`src/rtl/fetch_if_id_stage.sv`:
```
// Instruction fetch with one outstanding imem request, a 1-entry skid
// buffer and the IF/ID register feeding the decode-stage controller.
module fetch_if_id_stage #(
   parameter logic [31:0] RESET_PC  = 32'h0000_0000,
   parameter logic [31:0] NOP_INSTR = 32'h0000_0013
) (
   input  logic        clk,
   input  logic        reset_n,
   output logic        imem_req,
   output logic [31:0] imem_addr,
   input  logic        imem_ready,
   input  logic        imem_rvalid,
   input  logic [31:0] imem_rdata,
   input  logic        stall_d,
   input  logic        redirect_e,
   input  logic [31:0] pc_target_e,
   output logic        valid_d,
   output logic [31:0] instr_d,
   output logic [31:0] pc_d,
   output logic [31:0] pc_plus4_d,
   output logic [6:0]  op_d,
   output logic [2:0]  funct3_d,
   output logic        funct7b5_d,
   output logic [4:0]  rs1_d,
   output logic [4:0]  rs2_d,
   output logic [4:0]  rd_d
);

   typedef enum logic [1:0] {
      IDLE = 2'd0,
      REQ  = 2'd1,
      WAIT = 2'd2
   } state_t;

   state_t      state_q, state_n;
   logic [31:0] pc_f_q, pc_f_n;
   logic [31:0] rsp_pc_q, rsp_pc_n;
   logic        drop_q, drop_n;
   logic        skid_v_q, skid_v_n;
   logic [31:0] skid_instr_q, skid_instr_n;
   logic [31:0] skid_pc_q, skid_pc_n;
   logic        valid_q, valid_n;
   logic [31:0] instr_q, instr_n;
   logic [31:0] pc_d_q, pc_d_n;

   logic        accept;
   logic        rsp;
   logic        rsp_use;
   logic        outstanding;
   logic        unused_tgt;

   // low target bits are forced to zero, so they are never looked at
   assign unused_tgt = ^pc_target_e[1:0];

   assign imem_req    = (state_q == REQ) && !skid_v_q;
   assign imem_addr   = pc_f_q;
   assign accept      = imem_req && imem_ready;
   assign rsp         = (state_q == WAIT) && imem_rvalid;
   assign rsp_use     = rsp && !drop_q && !redirect_e;
   assign outstanding = accept || ((state_q == WAIT) && !imem_rvalid);

   // fetch FSM next state; a redirect never changes the request protocol
   always_comb begin
      state_n = state_q;
      unique case (state_q)
         IDLE: state_n = REQ;
         REQ: begin
            if (accept) begin
               state_n = WAIT;
            end
         end
         WAIT: begin
            if (imem_rvalid) begin
               state_n = REQ;
            end
         end
         default: state_n = IDLE;
      endcase
   end

   // fetch PC, PC of the in-flight request and the drop flag
   always_comb begin
      pc_f_n   = pc_f_q;
      rsp_pc_n = rsp_pc_q;
      drop_n   = drop_q;
      if (accept) begin
         rsp_pc_n = pc_f_q;
      end
      if (rsp) begin
         drop_n = 1'b0;
      end
      if (redirect_e) begin
         pc_f_n = {pc_target_e[31:2], 2'b00};
         if (outstanding) begin
            drop_n = 1'b1;
         end
      end else if (accept) begin
         pc_f_n = pc_f_q + 32'd4;
      end
   end

   // IF/ID register and skid buffer: flush > stall > skid > response > bubble
   always_comb begin
      valid_n      = valid_q;
      instr_n      = instr_q;
      pc_d_n       = pc_d_q;
      skid_v_n     = skid_v_q;
      skid_instr_n = skid_instr_q;
      skid_pc_n    = skid_pc_q;
      if (redirect_e) begin
         valid_n  = 1'b0;
         instr_n  = NOP_INSTR;
         skid_v_n = 1'b0;
      end else if (stall_d) begin
         if (rsp_use) begin
            skid_v_n     = 1'b1;
            skid_instr_n = imem_rdata;
            skid_pc_n    = rsp_pc_q;
         end
      end else if (skid_v_q) begin
         valid_n  = 1'b1;
         instr_n  = skid_instr_q;
         pc_d_n   = skid_pc_q;
         skid_v_n = 1'b0;
      end else if (rsp_use) begin
         valid_n = 1'b1;
         instr_n = imem_rdata;
         pc_d_n  = rsp_pc_q;
      end else begin
         valid_n = 1'b0;
         instr_n = NOP_INSTR;
      end
   end

   // state registers
   always_ff @(posedge clk or negedge reset_n) begin
      if (!reset_n) begin
         state_q      <= IDLE;
         pc_f_q       <= RESET_PC;
         rsp_pc_q     <= RESET_PC;
         drop_q       <= 1'b0;
         skid_v_q     <= 1'b0;
         skid_instr_q <= NOP_INSTR;
         skid_pc_q    <= 32'd0;
         valid_q      <= 1'b0;
         instr_q      <= NOP_INSTR;
         pc_d_q       <= 32'd0;
      end else begin
         state_q      <= state_n;
         pc_f_q       <= pc_f_n;
         rsp_pc_q     <= rsp_pc_n;
         drop_q       <= drop_n;
         skid_v_q     <= skid_v_n;
         skid_instr_q <= skid_instr_n;
         skid_pc_q    <= skid_pc_n;
         valid_q      <= valid_n;
         instr_q      <= instr_n;
         pc_d_q       <= pc_d_n;
      end
   end

   assign valid_d    = valid_q;
   assign instr_d    = instr_q;
   assign pc_d       = pc_d_q;
   assign pc_plus4_d = pc_d_q + 32'd4;
   assign op_d       = instr_q[6:0];
   assign funct3_d   = instr_q[14:12];
   assign funct7b5_d = instr_q[30];
   assign rs1_d      = instr_q[19:15];
   assign rs2_d      = instr_q[24:20];
   assign rd_d       = instr_q[11:7];

endmodule

```
`config.mk`:
```
export PLATFORM = sky130hd
export DESIGN_NAME = fetch_if_id_stage
export DESIGN_NICKNAME = d
export VERILOG_FILES = /design/src/rtl/fetch_if_id_stage.sv
export SDC_FILE = /design/constraint.sdc
export NUM_CORES = 1
export LEC_CHECK = 0
export ABC_CLOCK_PERIOD_IN_PS = 2000
export CORE_MARGIN = 5
export CORE_UTILIZATION = 43
export CTS_BUF_LIST = sky130_fd_sc_hd__clkbuf_4 sky130_fd_sc_hd__clkbuf_8
export DETAILED_ROUTE_END_ITERATION = 10
export GPL_ROUTABILITY_DRIVEN = 0
export PLACE_DENSITY = 0.74
export SYNTH_ARGS = -nofsm -noshare
export SYNTH_HDL_FRONTEND = slang
export SYNTH_SLANG_ARGS = --single-unit
export TNS_END_PERCENT = 20
```
`constraint.sdc`:
```
create_clock -name clk -period 2 [get_ports clk]
set_input_delay 0.4 -clock clk [delete_from_list [all_inputs] [get_ports clk]]
set_output_delay 0.4 -clock clk [all_outputs]
set_load 0.02 [all_outputs]
```
==> flow_metrics.py <==
metrics = {
    "run_status": {
        "status": "complete, but fails checks",
        "failed_checks": "negative setup slack",
    },
    "placement": {
        "dp.cells": 1348,
        "hpwl_um": 17700,
        "dp_slack_ps": -460,
        "port_buffers": 217,
    },
    "drt": {
        "drt_wl_total_um": 24400,
        "postRouteAntennaNets": 0,
        "num_vias": 7389,
        "drt_first_iter_violations": 449,
        "firstDrtPassIters": 5,
        "wire_per_inst_um": 17.5,
        "routed_via_density": 5.31,
        "drc": 0,
    },
    "sta": {
        "finClkSkew_ps": 13.8,
        "fin_crit_ps": 2490,
        "setup_viol": 27,
        "timing.final.ws_setup_ps": -485,
        "maxSlewHeadroom_pct": 63.8,
        "finalHoldViolations": 0,
        "period_share_pct": 124,
        "max_freq_mhz": 402,
        "worst_slew_pin_slew_ps": 542,
        "timing.hold.ws_ps": 399,
        "slew_viol_final": 0,
        "grt_setup_unrepaired": "yes",
    },
    "setup_path": {
        "cp_slowest_cell": "dfrtp_2",
        "worst_r2r_endpoint": "pc_d[13]$_DFFE_PN0P_",
        "required_ps": 1600,
        "path_class": "register to output port",
        "start_kind": "register",
        "r2r_cells": 6,
        "reg2reg_slack_ps": 50,
        "cp_common_cell": "nand4_1",
        "crit_arrival_ps": 2090,
        "cpPeakStageDelay_ps": 400,
        "endpoint_kind": "output port",
        "crit_chain": "ha_4 -> nand4_1 -> nor4_4 -> buf_6 -> nand4_1 -> xnor2_2 -> buf_4",
        "path_max_fanout": 6,
        "timing.rr.start": "state_q[0]$_DFFE_PN0P_",
    },
    "final_layout": {
        "fin_util_pct": 61.1,
        "drive_gt1_share_pct": 31.4,
        "fin_nets": 1176,
        "syn2layout_area_growth_pct": 40.4,
        "diodes": 0,
        "finalNonFillerCells": 1392,
    },
    "synth": {
        "synth_ff_type": "dfrtp_1",
        "avgSynthCellArea_sq_um": 10.9,
        "synth_seq_cells": 189,
        "yosysSeqAreaShare_pct": 51.9,
        "synth.distinct_cells": 45,
        "yosys-top-cells-count": "dfrtp_1, mux2_2, nand2_1",
        "synth_most_common_cell": "dfrtp_1",
        "synth_cells": 836,
        "synth_area_leaders": "dfrtp_1, mux2_2, nand2_1",
        "yosys_warnings": 0,
        "synth-edff-count": 0,
        "async_flop_share_pct": 100,
        "netlist_area_sq_um": 9120,
        "yosys.area.top_type_share_pct": 50.2,
        "synth_area_leader_cell": "dfrtp_1",
    },
    "floorplan": {
        "ios": 226,
        "placementRows": 53,
        "die-area_sq_um": 24200,
        "core_area_sq_um": 21000,
        "initial_core_util_pct": 43.5,
        "die_h_um": 156,
        "die_w_um": 156,
    },
    "hold_path": {
        "hold_depth": 3,
        "hold_class": "primary input to register",
        "hold_start": "redirect_e",
        "worstHoldEndpoint": "valid_d$_DFFE_PN0N_",
    },
    "clock_tree": {
        "htreeDepth": 4,
        "cts_made_buffers": 17,
        "clock_path_buffers": 2,
        "root_buffer": "clkbuf_8",
        "cts_tree": "built",
        "clk_pin_slew_worst_paths_ps": 100,
        "clock_latency_ps": 460,
        "cts_sinks": 189,
    },
    "power": {
        "power_density_nw_per_um2": 938,
        "ir_drop_mv": 0.444,
        "total_power_mw": 12.0,
        "p_leak_nw": 6.17,
    },
    "grt": {
        "grt_max_degree": 61,
        "gr-total-overflow": 0,
        "grt_pass1_wl_um": 39000,
        "grt_use_total_pct": 19.9,
        "antenna_found_initial": 0,
        "grt_pass1_vias": 7258,
    },
    "job": {
        "max_cap_viol_count": 0,
    },
}
[logic make-up after synthesis]
logic type	Yosys count	share of synthesized area, %
and+or+nand+nor	294	16.3
DFF	189	51.9
muxes	126	15.4
buffers and inverters	94	5.33
AOI/OAI and AO/OA	90	6.83
xor gates and xnor gates	40	3.84
adders and majority gates	2	0.274
other	1	0.0411
[where the power goes]
| part | internal, mW | switching (mW) | leakage (nW) |
|---|---|---|---|
| sequential | 4.78 | 0.654 | 2.43 |
| clock | 1.05 | 1.43 | 0.198 |
| combinational | 2.06 | 2.04 | 3.54 |
| total | 7.89 | 4.13 | 6.17 |
[flip-flops by register name, summed over array words and instances (netlist names)]
name          count
rsp_pc_q         30
skid_pc_q        30
skid_instr_q     32
imem_addr        30
instr_d          32
drop_q            1
skid_v_q          1
pc_d             30
valid_d           1
state_q           2
[layer usage]
| layer | global-route usage, % | vias up | share of wire [%] |
|---|---|---|---|
| met5 | 0 | - | 0 |
| met4 | 6.75 | 0 | 2.4 |
| met3 | 4.33 | 37 | 5.4 |
| met2 | 30.5 | 223 | 47 |
| met1 | 28.3 | 3641 | 45 |
| li1 | - | 3488 | - |
[cells in the final DEF, fill, tap and decap left out, types with 5 or more instances in the layout]
| master | Yosys | layout |
|---|---|---|
| clkinv_4 | 0 | 5 |
| and3_1 | 7 | 7 |
| nand3_1 | 21 | 14 |
| and4_1 | 9 | 9 |
| nor4_1 | 9 | 5 |
| conb_1 | 1 | 6 |
| o21ai_0 | 27 | 27 |
| dfstp_2 | 6 | 6 |
| buf_4 | 32 | 120 |
| mux2i_1 | 10 | 10 |
| xnor2_2 | 0 | 20 |
| dfrtp_2 | 0 | 6 |
| nor2b_1 | 29 | 29 |
| nor3_1 | 34 | 32 |
| or4_1 | 6 | 6 |
| a31oi_1 | 16 | 16 |
| buf_6 | 1 | 8 |
| mux2_2 | 116 | 116 |
| nor2_1 | 23 | 21 |
| o31ai_1 | 6 | 6 |
| or3_1 | 8 | 8 |
| dlymetal6s2s_1 | 0 | 20 |
| clkbuf_8 | 0 | 18 |
| xor2_1 | 11 | 11 |
| inv_1 | 11 | 11 |
| dfrtp_1 | 183 | 177 |
| nand2_1 | 113 | 107 |
| buf_12 | 0 | 6 |
| clkdlybuf4s50_1 | 0 | 121 |
| nand4_1 | 20 | 20 |
| dlygate4sd2_1 | 0 | 42 |
| a221oi_1 | 29 | 29 |
| xnor2_1 | 29 | 9 |
[what timing repair did]
action / CTS / global route
endpoints found under the setup margin: 104 / 90
pin swaps: 8 / 16
hold buffers: 1 / 0
resized for setup: 193 / 48
setup buffers: 5 / 6
endpoints found under the hold margin: 54 / 0
[cell type report]
| type | count | area (sq um) |
|---|---|---|
| Clock inverter | 14 | 150 |
| Multi-Input combinational cell | 558 | 4270 |
| Inverter | 11 | 41.3 |
| Tap cell | 275 | 344 |
| Timing Repair Buffer | 327 | 3020 |
| Fill cell | 1724 | 8140 |
| Sequential cell | 189 | 4740 |
| Clock buffer | 18 | 241 |
[worst max path at each step]
stage | startpoint | end | cells after the start
finish | pc_d[3]$_DFFE_PN0P_ | pc_plus4_d[30] | 7
global route | pc_d[3]$_DFFE_PN0P_ | pc_plus4_d[30] | 7
CTS | pc_d[3]$_DFFE_PN0P_ | pc_plus4_d[24] | 7
detailed placement | imem_ready | imem_addr[31]$_DFFE_PN0P_ | 5
global placement | imem_ready | imem_addr[31]$_DFFE_PN0P_ | 5
floorplan | imem_addr[4]$_DFFE_PN0P_ | imem_addr[30]$_DFFE_PN0P_ | 5
[worst max-delay path, delay by kind of cell (launching register included)]
kind | cells | cell delay (ps)
XOR/XNOR | 1 | 200
flip-flops | 1 | 400
adder cells (fa/ha/maj) | 1 | 130
buffers and inverters | 2 | 320
AND/OR/NAND/NOR | 3 | 560
[per-stage QoR]
stage / area [sq um] / setup TNS [ps]
2_1_floorplan: 9340 / -330
3_3_place_gp: 12200 / -22370
3_5_place_dp: 12200 / -26180
4_1_cts: 12600 / -10420
5_1_grt: 12800 / -12970
6_report: 12800 / -9200
Note: power is estimated with default switching activity, not from simulation.
==> RTL edit 1 (same settings) <==
Re-encode `state_t` (3 states) as one-hot, 3 bits wide.
--- a/src/rtl/fetch_if_id_stage.sv
+++ b/src/rtl/fetch_if_id_stage.sv
@@ -26,10 +26,10 @@
    output logic [4:0]  rd_d
 );
 
-   typedef enum logic [1:0] {
-      IDLE = 2'd0,
-      REQ  = 2'd1,
-      WAIT = 2'd2
+   typedef enum logic [2:0] {
+      IDLE = 3'b001,
+      REQ  = 3'b010,
+      WAIT = 3'b100
    } state_t;
 
    state_t      state_q, state_n;
Function: no difference found for any inputs over 4 cycles, from zero or initial values and one cycle with reset_n low; so few cycles prove little.
==> RTL edit 1 against the original RTL <==
- the run still ends with setup timing left
- final area up 2.0%
- wire length down 0.44%
- area after synthesis up 1.0%
- sequential cell count up 1
- combinational power down 27%
- worst hold slack worse by 120 ps
- worst setup slack better by 41 ps
- total power down 12%
- sequential share of layout area down 0.50 points
- non-clock buffer count up 4
- global-route usage about the same
- utilization up 0.80 points
- critical path depth up 1
- critical path type unchanged
- highest routed layer is now met5
==> RTL edit 1: results (changes against the original RTL) <==
* Hold Crit Depth at 2 (was 3)
* Combinational Power Share at 0.284 (was 0.341)
* Final Setup Violations at 28 (was 27)
* Worst-Margin Slew at 579 ps (was 542 ps)
* Filler cells at 1744 (was 1724)
* Largest cells by area after synthesis: dfrtp_1 (50%), mux2_2 (18%), a221oi_1 (2.8%) (was dfrtp_1 (50%), mux2_2 (14%), nand2_1 (4.6%))
* Worst R2R End: imem_addr[28] (was pc_d[13])
* Status: finished, violations left (unchanged)
* Clock Skew at 15.6 ps (was 13.8 ps)
* Worst VDD drop at 0.399 mV (was 0.444 mV)
* Leak at 0.00637 µW (was 0.00617 µW)
* Antenna violations before repair at 1 (was 0)
* CP max FO at 8 (was 6)
* Reg2Reg Setup Slack at 10 ps (was 50 ps)
* Vias in the first global route at 7498 (was 7258)
* Via/cell ratio at 5.41 (was 5.31)
* DR iter-0 viols at 358 (was 449)
* DR WL/cell at 18.0 µm (was 17.5 µm)
* Failing checks: setup timing (unchanged)
* Post-route worst setup slack at -445 ps (was -485 ps)
* Placed wire-length estimate at 17900 µm (was 17700 µm)
* Hold Startpoint: stall_d (was redirect_e)
* Post-layout nets at 1134 (was 1176)
* Dpl ws at -478 ps (was -460 ps)
* Share of post-route cells with drive strength above 1 at 0.368 (was 0.314)
[RTL edit 1: cell types whose count changed in the layout (fill, tap and decap cells not counted), moves of 6 or more]
cell / delta
nand2_1: -79
o21ai_0: -8
dlymetal6s2s_1: +8
xnor2_1: -6
nor2_1: +6
buf_12: +7
or4_1: +8
mux2_2: +32
buf_6: +7
dlygate4sd2_1: -7
o31ai_1: +9
[RTL edit 1: repair_timing]
item | 4_1_cts | 5_1_grt
resized for setup | 195 | 72
setup buffers | 8 | 9
hold endpoints to repair | 54 | 0
hold buffers | 1 | 0
endpoints found under the setup margin | 91 | 128
pin swaps | 17 | 19
[RTL edit 1: layout make-up]
| cell class | count | share of cell area |
|---|---|---|
| multi-input combinational | 515 | 0.332 |
| clock inverter | 14 | 0.0112 |
| clock buffer | 18 | 0.0185 |
| sequential | 190 | 0.365 |
| timing repair buffer | 331 | 0.245 |
| inverter | 7 | 0.00220 |
| tap | 275 | 0.0263 |
[RTL edit 1: how the worst max path moves through the flow]
stage	start	endpoint
4_1_cts	pc_d[11]	pc_plus4_d[26]
6_report	pc_d[12]	pc_plus4_d[28]
5_1_grt	pc_d[12]	pc_plus4_d[26]
3_5_place_dp	pc_d[10]	pc_plus4_d[31]
2_1_floorplan	pc_d[10]	pc_plus4_d[29]
3_3_place_gp	pc_d[11]	pc_plus4_d[29]
[RTL edit 1: worst max-delay path, cell delays in order, from the launching register on]
cell	delay [ps]
dfrtp_2	360
nand4_1	120
buf_6	150
nor4_4	270
buf_6	170
buf_4	120
nand3_2	100
xnor2_2	140
buf_4	150
[RTL edit 1: per-stage QoR]
stage	cells	hold slack (ps)	TNS, ps	cell area [µm²]	power (µW)
6_report	1350	276	-8040	13100	10500
5_1_grt	1350	248	-11820	13100	11100
4_1_cts	1343	241	-8710	12800	10600
3_5_place_dp	1302	446	-34070	12400	8180
3_3_place_gp	1302	441	-28110	12400	8070
2_1_floorplan	791	104	-1040	9390	6770
[RTL edit 1: kinds of logic (layout without fill, tap and decap cells)]
logic type | after synthesis | in the layout | synth area share
multiplexers | 154 | 154 | 0.187
other | 1 | 6 | 0.000407
adder cells (fa/ha/maj) | 2 | 2 | 0.00271
AND/OR/NAND/NOR | 224 | 224 | 0.136
XOR/XNOR | 36 | 36 | 0.0342
buffers and inverters | 86 | 370 | 0.0508
AO/OA/AOI/OAI | 93 | 93 | 0.0717
flip-flops | 190 | 190 | 0.517
[RTL edit 1: routing by layer]
| metal | vias to the layer above | share of wire | GRT usage |
|---|---|---|---|
| met5 | - | 0.00041 | 0 |
| met4 | 2 | 0.019 | 0.0574 |
| met3 | 36 | 0.054 | 0.0354 |
| met2 | 245 | 0.49 | 0.331 |
| met1 | 3616 | 0.44 | 0.268 |
| li1 | 3405 | - | - |
==> RTL edit 2 (config.mk and constraints unchanged) <==
Without the edit above. `NOP_INSTR`: 32'h0000_0013 -> 32'h00000009.
--- a/src/rtl/fetch_if_id_stage.sv
+++ b/src/rtl/fetch_if_id_stage.sv
@@ -2,7 +2,7 @@
 // buffer and the IF/ID register feeding the decode-stage controller.
 module fetch_if_id_stage #(
    parameter logic [31:0] RESET_PC  = 32'h0000_0000,
-   parameter logic [31:0] NOP_INSTR = 32'h0000_0013
+   parameter logic [31:0] NOP_INSTR = 32'h00000009
 ) (
    input  logic        clk,
    input  logic        reset_n,
Function: changed (Yosys sat finds a counterexample within 4 cycles, from zero or initial values and one cycle with reset_n low).
==> RTL edit 2 against the original RTL <==
- total power is 1.6% lower
- global-route usage is essentially flat
- clock skew rose by 2.7 ps
- wire length down 1.2%
- area after synthesis grew 0.16%
- the flow still finishes with violations (setup timing)
- fmax rose by 4.9%
- synthesized cell count rose by 1.1%
- final area shrank 0.90%
- largest power group unchanged
- critical path type unchanged
- sequential power shrank 1%
- worst setup slack improved by 120 ps
- sequential share of layout area up 0.32 points
- sequential cell count is the same
- via count decreased by 0.85%
==> RTL edit 2: results (changes against the original RTL) <==
* Status: finished, violations left (unchanged)
* Failing checks: setup timing (unchanged)
* Vias in the first global route at 7518 (was 7258)
* Synth Area in Adders at 0.00274 (about the same)
* Dpl ws at -601 ps (was -460 ps)
* Sequential element share of the synthesized area at 0.518 (was 0.519)
* Reg2Reg Setup Slack at 30 ps (was 50 ps)
* Leak at 0.00621 µW (was 0.00617 µW)
* Cells on worst reg2reg path at 4 (was 6)
* DR iter-0 viols at 390 (was 449)
* Largest net degree at the start of global routing at 63 (was 61)
* Post-layout nets at 1173 (was 1176)
* Largest cells by area after synthesis: dfrtp_1 (51%), mux2_2 (14%), nand2_1 (4.8%) (was dfrtp_1 (50%), mux2_2 (14%), nand2_1 (4.6%))
* CP max FO at 10 (was 6)
* Synth Area in XOR/XNOR at 0.0335 (was 0.0384)
* Worst r2r src: skid_v_q (was state_q[0])
* Post-route worst setup slack at -369 ps (was -485 ps)
* Synth Area in Compound Gates at 0.0728 (was 0.0683)
* Vias post-DR at 7326 (was 7389)
* Fraction of synthesized area in multiplexers at 0.152 (was 0.154)
* Filler cells at 1763 (was 1724)
* Worst setup path end: pc_plus4_d[24] (was pc_plus4_d[30])
* Share of post-route cells with drive strength above 1 at 0.299 (was 0.314)
* Final Setup Violations at 26 (was 27)
* Post-DP Area at 12300 µm² (was 12200 µm²)
* Placed wire-length estimate at 17600 µm (was 17700 µm)
* Final wirelength at 24100 µm (was 24400 µm)
* Hold crit path type: in2async (was in2reg)
* GRT Total Usage at 0.199 (about the same)
* Worst R2R End: imem_addr[28] (was pc_d[13])
* Arr. time, crit path at 1970 ps (was 2090 ps)
* Clock Latency Late Sink at between 400 and 500 ps
* Slew headroom at 0.631 (was 0.638)
[RTL edit 2: metal layers]
| metal | vias up | part of all wire | wire (µm) | GRT usage |
|---|---|---|---|---|
| li1 | 3506 | - | - | - |
| met1 | 3562 | 0.41 | 9900 | 0.249 |
| met2 | 218 | 0.50 | 12000 | 0.334 |
| met3 | 40 | 0.064 | 1550 | 0.0516 |
| met4 | 0 | 0.027 | 660 | 0.0742 |
| met5 | - | 0 | 0 | 0 |
[RTL edit 2: worst reg2reg max path, stage by stage (launching register included)]
cell and delay (ps):
dfrtp_2 420, nand4bb_4 250, or4_4 590, or4_1 480
a31oi_1 170
[RTL edit 2: metrics by stage]
step / util / cells
after floorplan: - / 850
after global placement: 0.586 / 1355
after detailed placement: 0.586 / 1355
after CTS: 0.601 / 1388
after global routing: 0.606 / 1389
final: 0.606 / 1389
[RTL edit 2: worst min-delay path by stage]
stage                     startpoint          end  slack (ps)  depth (start not counted)
final                        reset_n  instr_d[14]         410                          2
after global routing         reset_n  instr_d[14]         420                          2
after CTS                    reset_n  instr_d[14]         390                          2
after detailed placement     reset_n  instr_d[14]         350                          1
after global placement       reset_n  instr_d[14]         340                          1
after floorplan              reset_n       drop_q         100                          0
[RTL edit 2: repair_timing]
action	4_1_cts	5_1_grt
hold endpoints to repair	33	0
setup buffers	0	1
endpoints found under the setup margin	113	119
cloned	0	0
resized for setup	191	35
hold buffers	1	0
pin swaps	10	5
[RTL edit 2: logic make-up (layout without fill, tap and decap cells)]
kind of cell | Yosys count | in the layout
simple gates | 309 | 309
compound gates | 92 | 92
buf+inv | 93 | 357
fa+ha+maj | 2 | 2
mux | 124 | 124
flops | 189 | 189
xor+xnor | 35 | 35
other cells | 1 | 6
[RTL edit 2: power by group]
| part | total, µW | switching (µW) | internal [µW] |
|---|---|---|---|
| registers | 5370 | 603 | 4770 |
| clock network | 2500 | 1470 | 1030 |
| logic | 3950 | 1950 | 2000 |
| total | 11800 | 4020 | 7800 |
[RTL edit 2: layout make-up]
type                            instances  area share
Sequential cell                       189       0.373
Multi-Input combinational cell        568       0.333
Timing Repair Buffer                  317       0.233
Tap cell                              275      0.0271
Clock buffer                           17      0.0184
Clock inverter                         15      0.0124
Inverter                                8     0.00236
